`config.mk`:
```
export PLATFORM = sky130hd
export DESIGN_NAME = uart_frame_parser
export DESIGN_NICKNAME = d
export VERILOG_FILES = /design/src/rtl/uart_frame_pkg.sv /design/src/rtl/uart_frame_parser_frame_buf.sv /design/src/rtl/uart_frame_parser.sv
export SDC_FILE = /design/constraint.sdc
export NUM_CORES = 1
export LEC_CHECK = 0
export ABC_CLOCK_PERIOD_IN_PS = 4210
export CAP_MARGIN = 15
export CORE_ASPECT_RATIO = 0.5
export CORE_MARGIN = 3
export CORE_UTILIZATION = 55
export DETAILED_ROUTE_END_ITERATION = 6
export PLACE_DENSITY = 0.81
export SETUP_SLACK_MARGIN = 0.2
export SLEW_MARGIN = 20
export SYNTH_ARGS = -nofsm -noshare
export SYNTH_HDL_FRONTEND = slang
export SYNTH_HIERARCHICAL = 1
export SYNTH_SLANG_ARGS = --single-unit
```
`constraint.sdc`:
```
create_clock -name clk -period 4.21 [get_ports clk]
set_clock_uncertainty 0.2 [all_clocks]
set_input_delay 1.263 -clock clk [delete_from_list [all_inputs] [get_ports clk]]
set_output_delay 1.263 -clock clk [all_outputs]
set_load 0.05 [all_outputs]
```
`src/rtl/uart_frame_pkg.sv`:
```
// Shared types and constants for the UART frame parser.
// The state names follow the frame layout: two header bytes, LEN, payload, CHK, then release.
package uart_frame_pkg;

    typedef enum logic [2:0] {
        H0   = 3'd0,
        H1   = 3'd1,
        LEN  = 3'd2,
        PAY  = 3'd3,
        CHK  = 3'd4,
        EMIT = 3'd5
    } state_t;

    localparam logic [7:0] HDR0 = 8'hAA;
    localparam logic [7:0] HDR1 = 8'h55;

    // States in which the inter-byte timeout counter is running.
    function automatic logic is_hunting(input state_t s);
        return (s == H1) || (s == LEN) || (s == PAY) || (s == CHK);
    endfunction

endpackage

```
`src/rtl/uart_frame_parser_frame_buf.sv`:
```
// Payload buffer: DEPTH x 8 register file with one synchronous write port and one asynchronous read port.
// Contents are deliberately not reset; the read data is only used while a verified frame is being emitted.
module frame_buf #(
    parameter int unsigned DEPTH = 16,
    parameter int unsigned AW    = 4
) (
    input  logic          clk,
    input  logic          we,
    input  logic [AW-1:0] waddr,
    input  logic [7:0]    wdata,
    input  logic [AW-1:0] raddr,
    output logic [7:0]    rdata
);

    logic [7:0] mem_q [DEPTH];

    always_ff @(posedge clk) begin
        if (we) begin
            mem_q[waddr] <= wdata;
        end
    end

    assign rdata = mem_q[raddr];

endmodule

```
`src/rtl/uart_frame_parser.sv`:
```
// Frame parser behind the UART receiver: header hunt, length-prefixed payload capture, XOR check,
// then release of the verified payload over a valid/ready byte stream.
//
//   state | meaning
//   H0    | waiting for 0xAA
//   H1    | got 0xAA, waiting for 0x55 (0xAA again keeps us here)
//   LEN   | waiting for the length byte
//   PAY   | storing payload bytes into the buffer, accumulating XOR
//   CHK   | waiting for the checksum byte
//   EMIT  | streaming the buffered payload out; received bytes are dropped
module uart_frame_parser
    import uart_frame_pkg::*;
#(
    parameter int unsigned MAX_LEN = 16,
    parameter int unsigned TIMEOUT = 20000
) (
    input  logic       clk,
    input  logic       rst,
    input  logic [7:0] rx_byte,
    input  logic       rx_ready,
    output logic [7:0] frm_data,
    output logic       frm_valid,
    output logic       frm_last,
    input  logic       frm_ready,
    output logic       frm_ok,
    output logic       chk_err,
    output logic       len_err,
    output logic       tmo_err,
    output logic       drop
);

    localparam int unsigned LW = $clog2(MAX_LEN + 1);
    localparam int unsigned AW = (MAX_LEN > 1) ? $clog2(MAX_LEN) : 1;
    localparam int unsigned TW = $clog2(TIMEOUT + 1);
    localparam logic [TW-1:0] TMO_LOAD  = TW'(TIMEOUT - 1);
    localparam logic [7:0]    MAX_LEN_B = 8'(MAX_LEN);

    state_t        state_q, state_d;
    logic [LW-1:0] len_q, len_d;
    logic [LW-1:0] idx_q, idx_d;
    logic [LW-1:0] rd_q, rd_d;
    logic [7:0]    xor_q, xor_d;
    logic [TW-1:0] tmo_q, tmo_d;
    logic          frm_ok_q, frm_ok_d;
    logic          chk_err_q, chk_err_d;
    logic          len_err_q, len_err_d;
    logic          tmo_err_q, tmo_err_d;
    logic          drop_q, drop_d;

    logic          wr_en;
    logic [7:0]    rd_data;
    logic          emitting;
    logic          rd_is_last;

    frame_buf #(
        .DEPTH (MAX_LEN),
        .AW    (AW)
    ) u_frame_buf (
        .clk   (clk),
        .we    (wr_en),
        .waddr (idx_q[AW-1:0]),
        .wdata (rx_byte),
        .raddr (rd_q[AW-1:0]),
        .rdata (rd_data)
    );

    assign emitting   = (state_q == EMIT);
    assign rd_is_last = (rd_q == len_q - LW'(1));

    always_ff @(posedge clk or negedge rst) begin
        if (!rst) begin
            state_q   <= H0;
            len_q     <= '0;
            idx_q     <= '0;
            rd_q      <= '0;
            xor_q     <= '0;
            tmo_q     <= '0;
            frm_ok_q  <= 1'b0;
            chk_err_q <= 1'b0;
            len_err_q <= 1'b0;
            tmo_err_q <= 1'b0;
            drop_q    <= 1'b0;
        end else begin
            state_q   <= state_d;
            len_q     <= len_d;
            idx_q     <= idx_d;
            rd_q      <= rd_d;
            xor_q     <= xor_d;
            tmo_q     <= tmo_d;
            frm_ok_q  <= frm_ok_d;
            chk_err_q <= chk_err_d;
            len_err_q <= len_err_d;
            tmo_err_q <= tmo_err_d;
            drop_q    <= drop_d;
        end
    end

    always_comb begin
        state_d   = state_q;
        len_d     = len_q;
        idx_d     = idx_q;
        rd_d      = rd_q;
        xor_d     = xor_q;
        tmo_d     = tmo_q;
        frm_ok_d  = 1'b0;
        chk_err_d = 1'b0;
        len_err_d = 1'b0;
        tmo_err_d = 1'b0;
        drop_d    = 1'b0;
        wr_en     = 1'b0;

        // Any accepted byte restarts the inter-byte window; entry to a hunting state always comes with one.
        if (rx_ready && !emitting) begin
            tmo_d = TMO_LOAD;
        end

        case (state_q)
            H0: begin
                if (rx_ready && rx_byte == HDR0) begin
                    state_d = H1;
                end
            end
            H1: begin
                if (rx_ready) begin
                    if (rx_byte == HDR1) begin
                        state_d = LEN;
                    end else if (rx_byte == HDR0) begin
                        state_d = H1;
                    end else begin
                        state_d = H0;
                    end
                end
            end
            LEN: begin
                if (rx_ready) begin
                    if (rx_byte == 8'h00 || rx_byte > MAX_LEN_B) begin
                        len_err_d = 1'b1;
                        state_d   = H0;
                    end else begin
                        len_d   = rx_byte[LW-1:0];
                        xor_d   = rx_byte;
                        idx_d   = '0;
                        state_d = PAY;
                    end
                end
            end
            PAY: begin
                if (rx_ready) begin
                    wr_en = 1'b1;
                    xor_d = xor_q ^ rx_byte;
                    idx_d = idx_q + LW'(1);
                    if (idx_q == len_q - LW'(1)) begin
                        state_d = CHK;
                    end
                end
            end
            CHK: begin
                if (rx_ready) begin
                    if (rx_byte == xor_q) begin
                        frm_ok_d = 1'b1;
                        rd_d     = '0;
                        state_d  = EMIT;
                    end else begin
                        chk_err_d = 1'b1;
                        state_d   = H0;
                    end
                end
            end
            EMIT: begin
                drop_d = rx_ready;
                if (frm_ready) begin
                    rd_d = rd_q + LW'(1);
                    if (rd_is_last) begin
                        state_d = H0;
                    end
                end
            end
            default: begin
                state_d = H0;
            end
        endcase

        // A byte arriving on the terminal count wins: the timeout only fires on an idle cycle.
        if (is_hunting(state_q) && !rx_ready) begin
            if (tmo_q == '0) begin
                tmo_err_d = 1'b1;
                state_d   = H0;
            end else begin
                tmo_d = tmo_q - TW'(1);
            end
        end
    end

    // Stream outputs come from registered state only; data is forced to zero outside EMIT.
    assign frm_valid = emitting;
    assign frm_data  = emitting ? rd_data : 8'h00;
    assign frm_last  = emitting && rd_is_last;

    assign frm_ok  = frm_ok_q;
    assign chk_err = chk_err_q;
    assign len_err = len_err_q;
    assign tmo_err = tmo_err_q;
    assign drop    = drop_q;

endmodule
```
### Yosys cells after proc, flatten, opt, wreduce, memory -nomap -nowiden

Memories as Yosys holds them, arrays and structs flattened.
Cells that the tools add are included.
Widths: inputs -> output; s select.

| word-level totals | value |
|---|---|
| bits in registers | 46 |
| latch bits | 0 |
| memory bits (writable) | 128 |
| memory bits (read-only) | 0 |
| input port bits | 12 |
| output and inout bits | 15 |
| word-level logic and storage cells | 100 |
| memories | 1 |

Memory list:

| memory | words | width | rd ports | clocked after Yosys merged registers in | wr ports | line | source |
|---|---|---|---|---|---|---|---|
| u_frame_buf.mem_q | 16 | 8 | 1 | 0 | 1 | uart_frame_parser_frame_buf.sv:15 | `logic [7:0] mem_q [DEPTH];` |

| cells by class | value |
|---|---|
| add/subtract/negate cells | 4 |
| multiply operators | 0 |
| divide/modulo/power cells | 0 |
| order comparisons | 1 |
| eq/ne operators | 16 |
| shifts and indexed selects | 0 |
| muxes and demuxes | 47 |
| bitwise gates (word level) | 2 |
| reduce and logical (&&, ||, !) cells | 18 |

Operator list:

| operator | number |
|---|---|
| $mux 15 | 3 |
| $mux 3 | 11 |
| $mux 8 | 4 |
| $mux 5 | 6 |
| $pmux 5 s2 | 2 |
| $pmux 3 s6 | 1 |
| $mux 1 | 17 |
| $pmux 8 s2 | 1 |
| $logic_not 15->1 | 1 |
| $sub 15x1->15 const B | 1 |
| $ne 2x2->1 const B | 6 |
| $add 5x1->5 const B | 2 |
| $eq 5x5->1 | 2 |
| $eq 8x7->1 const B | 1 |
| $eq 8x8->1 | 1 |
| $eq 8x8->1 const B | 1 |
| $gt 8x5->1 const B | 1 |
| $logic_not 8->1 | 1 |
| $reduce_and 4->1 | 2 |
| $xor 8x8->8 | 1 |
| $eq 3x2->1 const B | 2 |
| $eq 3x3->1 const B | 2 |
| $sub 5x1->5 const B | 1 |
| $logic_and 1x1->1 | 4 |
| 8 further kinds | 14 |

### Logic depth before layout (Yosys ltp)

| depth | value |
|---|---|
| depth after elaboration | 7 |
| gate-level depth with buffers | 7 |
| depth with buffers taken out | 7 |

### Cells and area by module

The synthesis kept the hierarchy.

By module, submodules not included:

| module | times used | cells an instance | area an instance (µm²) | seq. area each (µm²) |
|---|---|---|---|---|
| frame_buf | 1 | 221 | 4987.3 | 3843.7 |
| uart_frame_parser | 1 | 295 | 2745.1 | 1151.1 |

### Worst setup path after synthesis

Ideal clock, no wire load.

| timing path | value |
|---|---|
| path kind | in2reg |
| start | input rx_ready |
| end | memory u_frame_buf.mem_q[0][0] (enable) |
| library setup time | 0.383 ns |
| arrival | 3.013 ns |
| data required time | 3.627 ns |
| path slack | 0.614 ns |
| stages | 5 |
| path buffers | 1 |
| cells stage by stage | clkbuf_1 > nand2_1 > nor2_1 > or3b_2 > nor3_1 |

| on the way | value |
|---|---|
| cells in the longest elaborated chain, start to end | 4 |

RTL lines:

| element | line | source |
|---|---|---|
| from (decl) | uart_frame_parser.sv:20 | `input logic rx_ready,` |
| $mux 1 | uart_frame_parser.sv:148 | `if (rx_ready) begin` |
| $mux 1 | uart_frame_parser.sv:117 | `case (state_q)` |
| named net wr_en | uart_frame_parser.sv:50 | `logic wr_en;` |
| $mux 1 | uart_frame_parser_frame_buf.sv:18 | `if (we) begin` |
| $mux 1 (not written as such) | uart_frame_parser_frame_buf.sv:19 | `mem_q[waddr] <= wdata;` |
| to (decl) | uart_frame_parser_frame_buf.sv:15 |  |

The timed path passes the listed nets, and every way through them passes these cells.

### Worst setup path after layout

| timing path | value |
|---|---|
| start | register rd_q[0] |
| end | output frm_data[2] |

| on the way | value |
|---|---|
| cells in the longest elaborated chain, start to end | 2 |

RTL lines:

| element | line | source |
|---|---|---|
| from (decl) | uart_frame_parser.sv:41 | `logic [LW-1:0] rd_q, rd_d;` |
| from (signal assigned) | uart_frame_parser.sv:87 | `rd_q <= rd_d;` |
| $mem_v2 16x8 | - |  |
| named net rd_data[2] | uart_frame_parser.sv:51 | `logic [7:0] rd_data;` |
| $mux 8 | uart_frame_parser.sv:196 | `assign frm_data = emitting ? rd_data : 8'h00;` |
| to (decl) | uart_frame_parser.sv:21 | `output logic [7:0] frm_data,` |

The timed path passes the listed nets, and every way through them passes these cells.

==> summary.txt <==
Power
  – Leakage power: 3.191 nW
  – Power Density: 395.2 nW/µm²
  – Sequential share of power: 52.6%
  – Worst vdd ir: 0.0003113 V
  – Logic pwr share: 4.7%
  – Clock network fraction of total power: 42.7%
  – Internal: 2.708 mW
  – Psw: 833.9 µW
  – Switching Fraction: 23.54%

Synth
  – Mean Syn Cell Area: 14.99 µm²
  – Mapped Nets: 532
  – Sequential element share of the synthesized area: 64.60%
  – Async S/R FF share, synth: 26.44%
  – Synth unique cells: 67
  – Number of synthesized flops with an enable pin: 128
  – Main flop type after synthesis: edfxtp_1
  – #FFs+latches synth: 174
  – Post-synthesis cell area: 7732 µm²
  – Yosys Warn Count: 6
  – Synth Instances: 516

STA
  – Crit path time final: 3.932 ns
  – Slew Limit Headroom: 49.66%
  – Setup TNS: 0 ns
  – Fin. max-slew vios: 0
  – Period utilization: 93.41%
  – Measured slew at the worst slew-check pin: 0.7482 ns
  – RSZ-0062 raised after global routing: yes
  – Worst setup margin: 0.2776 ns
  – Hold Fails Final Rpt: 0
  – Fmax: 0.2543 GHz
  – Final setup fails: 0

Floorplanning
  – FP Rows: 29
  – # IOs: 27
  – Die extent in x: 173.7 µm
  – Core area: 13210 µm²
  – Die area: 15600 µm²
  – Die Span Y: 89.84 µm
  – Initial core utilization: 58.54%

Routing
  – Routed vias: 4844
  – First-pass DRT Iterations: 7
  – Final WL: 16950 µm
  – Routed Antenna Nets: 0
  – Routed len/inst: 21.88 µm
  – Residual DRC count: 1
  – Vias/cell: 6.250
  – DRT iter0 DRCs: 554

Clock network
  – Clk slew on worst S/H paths: 0.06 ns
  – CTS max path bufs: 2
  – CTS tree: built
  – Clock Latency Late Sink: 0.43 ns
  – Clock Sinks: 174
  – Htree depth: 4
  – Root Driver: clkbuf_16
  – CTS buffer count: 17

Finish
  – Share of cells above drive strength 1: 20.03%
  – Fin util: 67.87%
  – Layout area overhead: 15.92%
  – Fin nets: 592
  – Number of diodes: 0
  – Total of fill cells in the finished design: 852
  – Non-filler cells, final: 775

GRT
  – Initial antenna violation count: 1
  – Number of global-route vias before repair: 4794
  – Grt ovf: 0
  – Pin count of the biggest net entering global routing: 47
  – GRT Total Usage: 23.14%
  – First-pass GRT wire length: 27090 µm

Place
  – Post-Place Cells: 743
  – Setup Slack @ Placement: 0.1906 ns
  – Hpwl dp: 10820 µm
  – GP Congestion: 0.8496
  – Port Buffer Count: 26

Job
  – MaxCap Viol Count: 0

Setup path
  – Critical path data required time: 2.75 ns
  – Critical path class: reg2out
  – Crit path DAT: 2.47 ns
  – Endpoint class of the critical path: output pin
  – CP Launch Type: register
  – CP max FO: 16

Outcome
  – Failing checks: design-rule violations
  – Run status: finished with violations

Hold path
  – Worst Hold Class: reg2reg
-- timing repair --
item                       CTS  global route
hold buffers                 0             0
setup endpoints to repair    5             4
setup buffers                0             0
gates resized for setup      2             3
-- power groups by stage --
stage	clock, mW	combinational (mW)	sequential (mW)
finish	1.51	0.165	1.86
global route	1.62	0.180	1.86
CTS	1.53	0.164	1.86
detailed placement	0	0.162	1.90
global placement	0	0.157	1.90
floorplan	0	0.0876	1.90
-- flip-flops by register name, indices dropped and copies added, names as in the netlist --
name,flops
u_frame_buf/mem_q,128
tmo_q,15
xor_q,8
idx_q,5
len_q,5
rd_q,5
state_q,3
chk_err,1
drop,1
frm_ok,1
len_err,1
tmo_err,1
-- final timing paths --
path / start / end / slack [ns] / depth (start not counted)
worst max register to register: state_q[0]$_DFF_PN0_ / tmo_q[7]$_DFF_PN0_ / 1.62 / 7
worst max-delay path: rd_q[0]$_DFFE_PN0P_ / frm_data[2] / 0.28 / 6
worst min register to register: tmo_q[10]$_DFF_PN0_ / tmo_q[10]$_DFF_PN0_ / 0.26 / 1
worst min-delay path: tmo_q[10]$_DFF_PN0_ / tmo_q[10]$_DFF_PN0_ / 0.26 / 1
max in group asynchronous: rst / rd_q[0]$_DFFE_PN0P_ / 2.73 / 1
min in group asynchronous: rst / xor_q[0]$_DFFE_PN0P_ / 0.64 / 1
-- kinds of logic (layout without fill, tap and decap cells) --
family	Yosys count	after routing	share of synthesized area (%)
mux	43	43	11.52
buf+inv	31	104	2.168
xor+xnor	33	33	3.916
simple gates	163	163	10.97
flops	174	174	64.60
fa+ha+maj	4	4	0.6473
compound gates	68	68	6.182
-- metrics by stage --
stage,power (mW),area [µm²],hold WS [ns]
after floorplan,1.985,7732,0.2359
after global placement,2.057,8368,0.2488
after detailed placement,2.062,8368,0.2580
after CTS,3.559,8947,0.2667
after global routing,3.660,8964,0.2888
final,3.542,8964,0.2614
-- cells in the mapped netlist, drive strengths merged, types with 2 or more instances --
cell type,count,area share (%)
edfxtp,128,50
nand2,51,2.5
dfrtp,46,15
nor2,33,1.6
mux4,32,10
xor2,20,2.3
a22oi,16,1.6
nor3,14,0.97
a21oi,13,0.84
o21ai,12,0.78
xnor2,12,1.4
and3,11,0.89
clkbuf,10,0.49
nor4,10,1.2
buf,9,0.86
inv,9,0.44
nand4,8,0.65
and2,6,0.49
mux2,6,0.87
nor2b,6,0.49
mux2i,5,0.65
nand2b,5,0.40
a21o,4,0.40
ha,4,0.65
nand3,4,0.26
a211oi,3,0.36
a31oi,3,0.24
clkdlybuf4s25,3,0.39
a41oi,2,0.32
nand3b,2,0.19
nor4b,2,0.23
o311ai,2,0.23
or2,2,0.16
or3,2,0.16
or3b,2,0.23
-- worst max-delay path, stage by stage (launching register included) --
cell and delay, ns:
dfrtp_2 0.42, buf_8 0.22, mux4_1 0.63, a22oi_1 0.30
nand2_1 0.11, and3_1 0.17, buf_4 0.18
-- placed cells by master, fill, tap and decap left out, types with 13 or more instances in the layout --
cell,count
mux4_2,18
xor2_1,20
buf_4,44
clkbuf_16,17
clkdlybuf4s50_1,16
nor3_1,13
nand2_1,49
dfrtp_1,45
a21oi_1,13
nor2_1,33
mux4_1,14
a22oi_1,15
edfxtp_1,128
-- layer usage --
| metal | up-vias | GRT usage, % | routed length, µm |
|---|---|---|---|
| met5 | - | 0 | 16 |
| li1 | 2124 | - | - |
| met3 | 52 | 5.387 | 1420 |
| met1 | 2406 | 32.47 | 7021 |
| met4 | 2 | 10.49 | 629 |
| met2 | 260 | 34.95 | 7866 |
-- area by class of cell --
cell class | instances | area (µm²) | area share [%]
clock buffers | 17 | 425.4 | 4.746
clock inverters | 15 | 148.9 | 1.661
inverters | 9 | 33.78 | 0.3769
multi-input cells | 311 | 2581 | 28.80
flip-flops and latches | 174 | 4996 | 55.74
well taps | 186 | 232.7 | 2.596
repair buffers | 63 | 545.5 | 6.086
(Power assumes the default switching activity.)
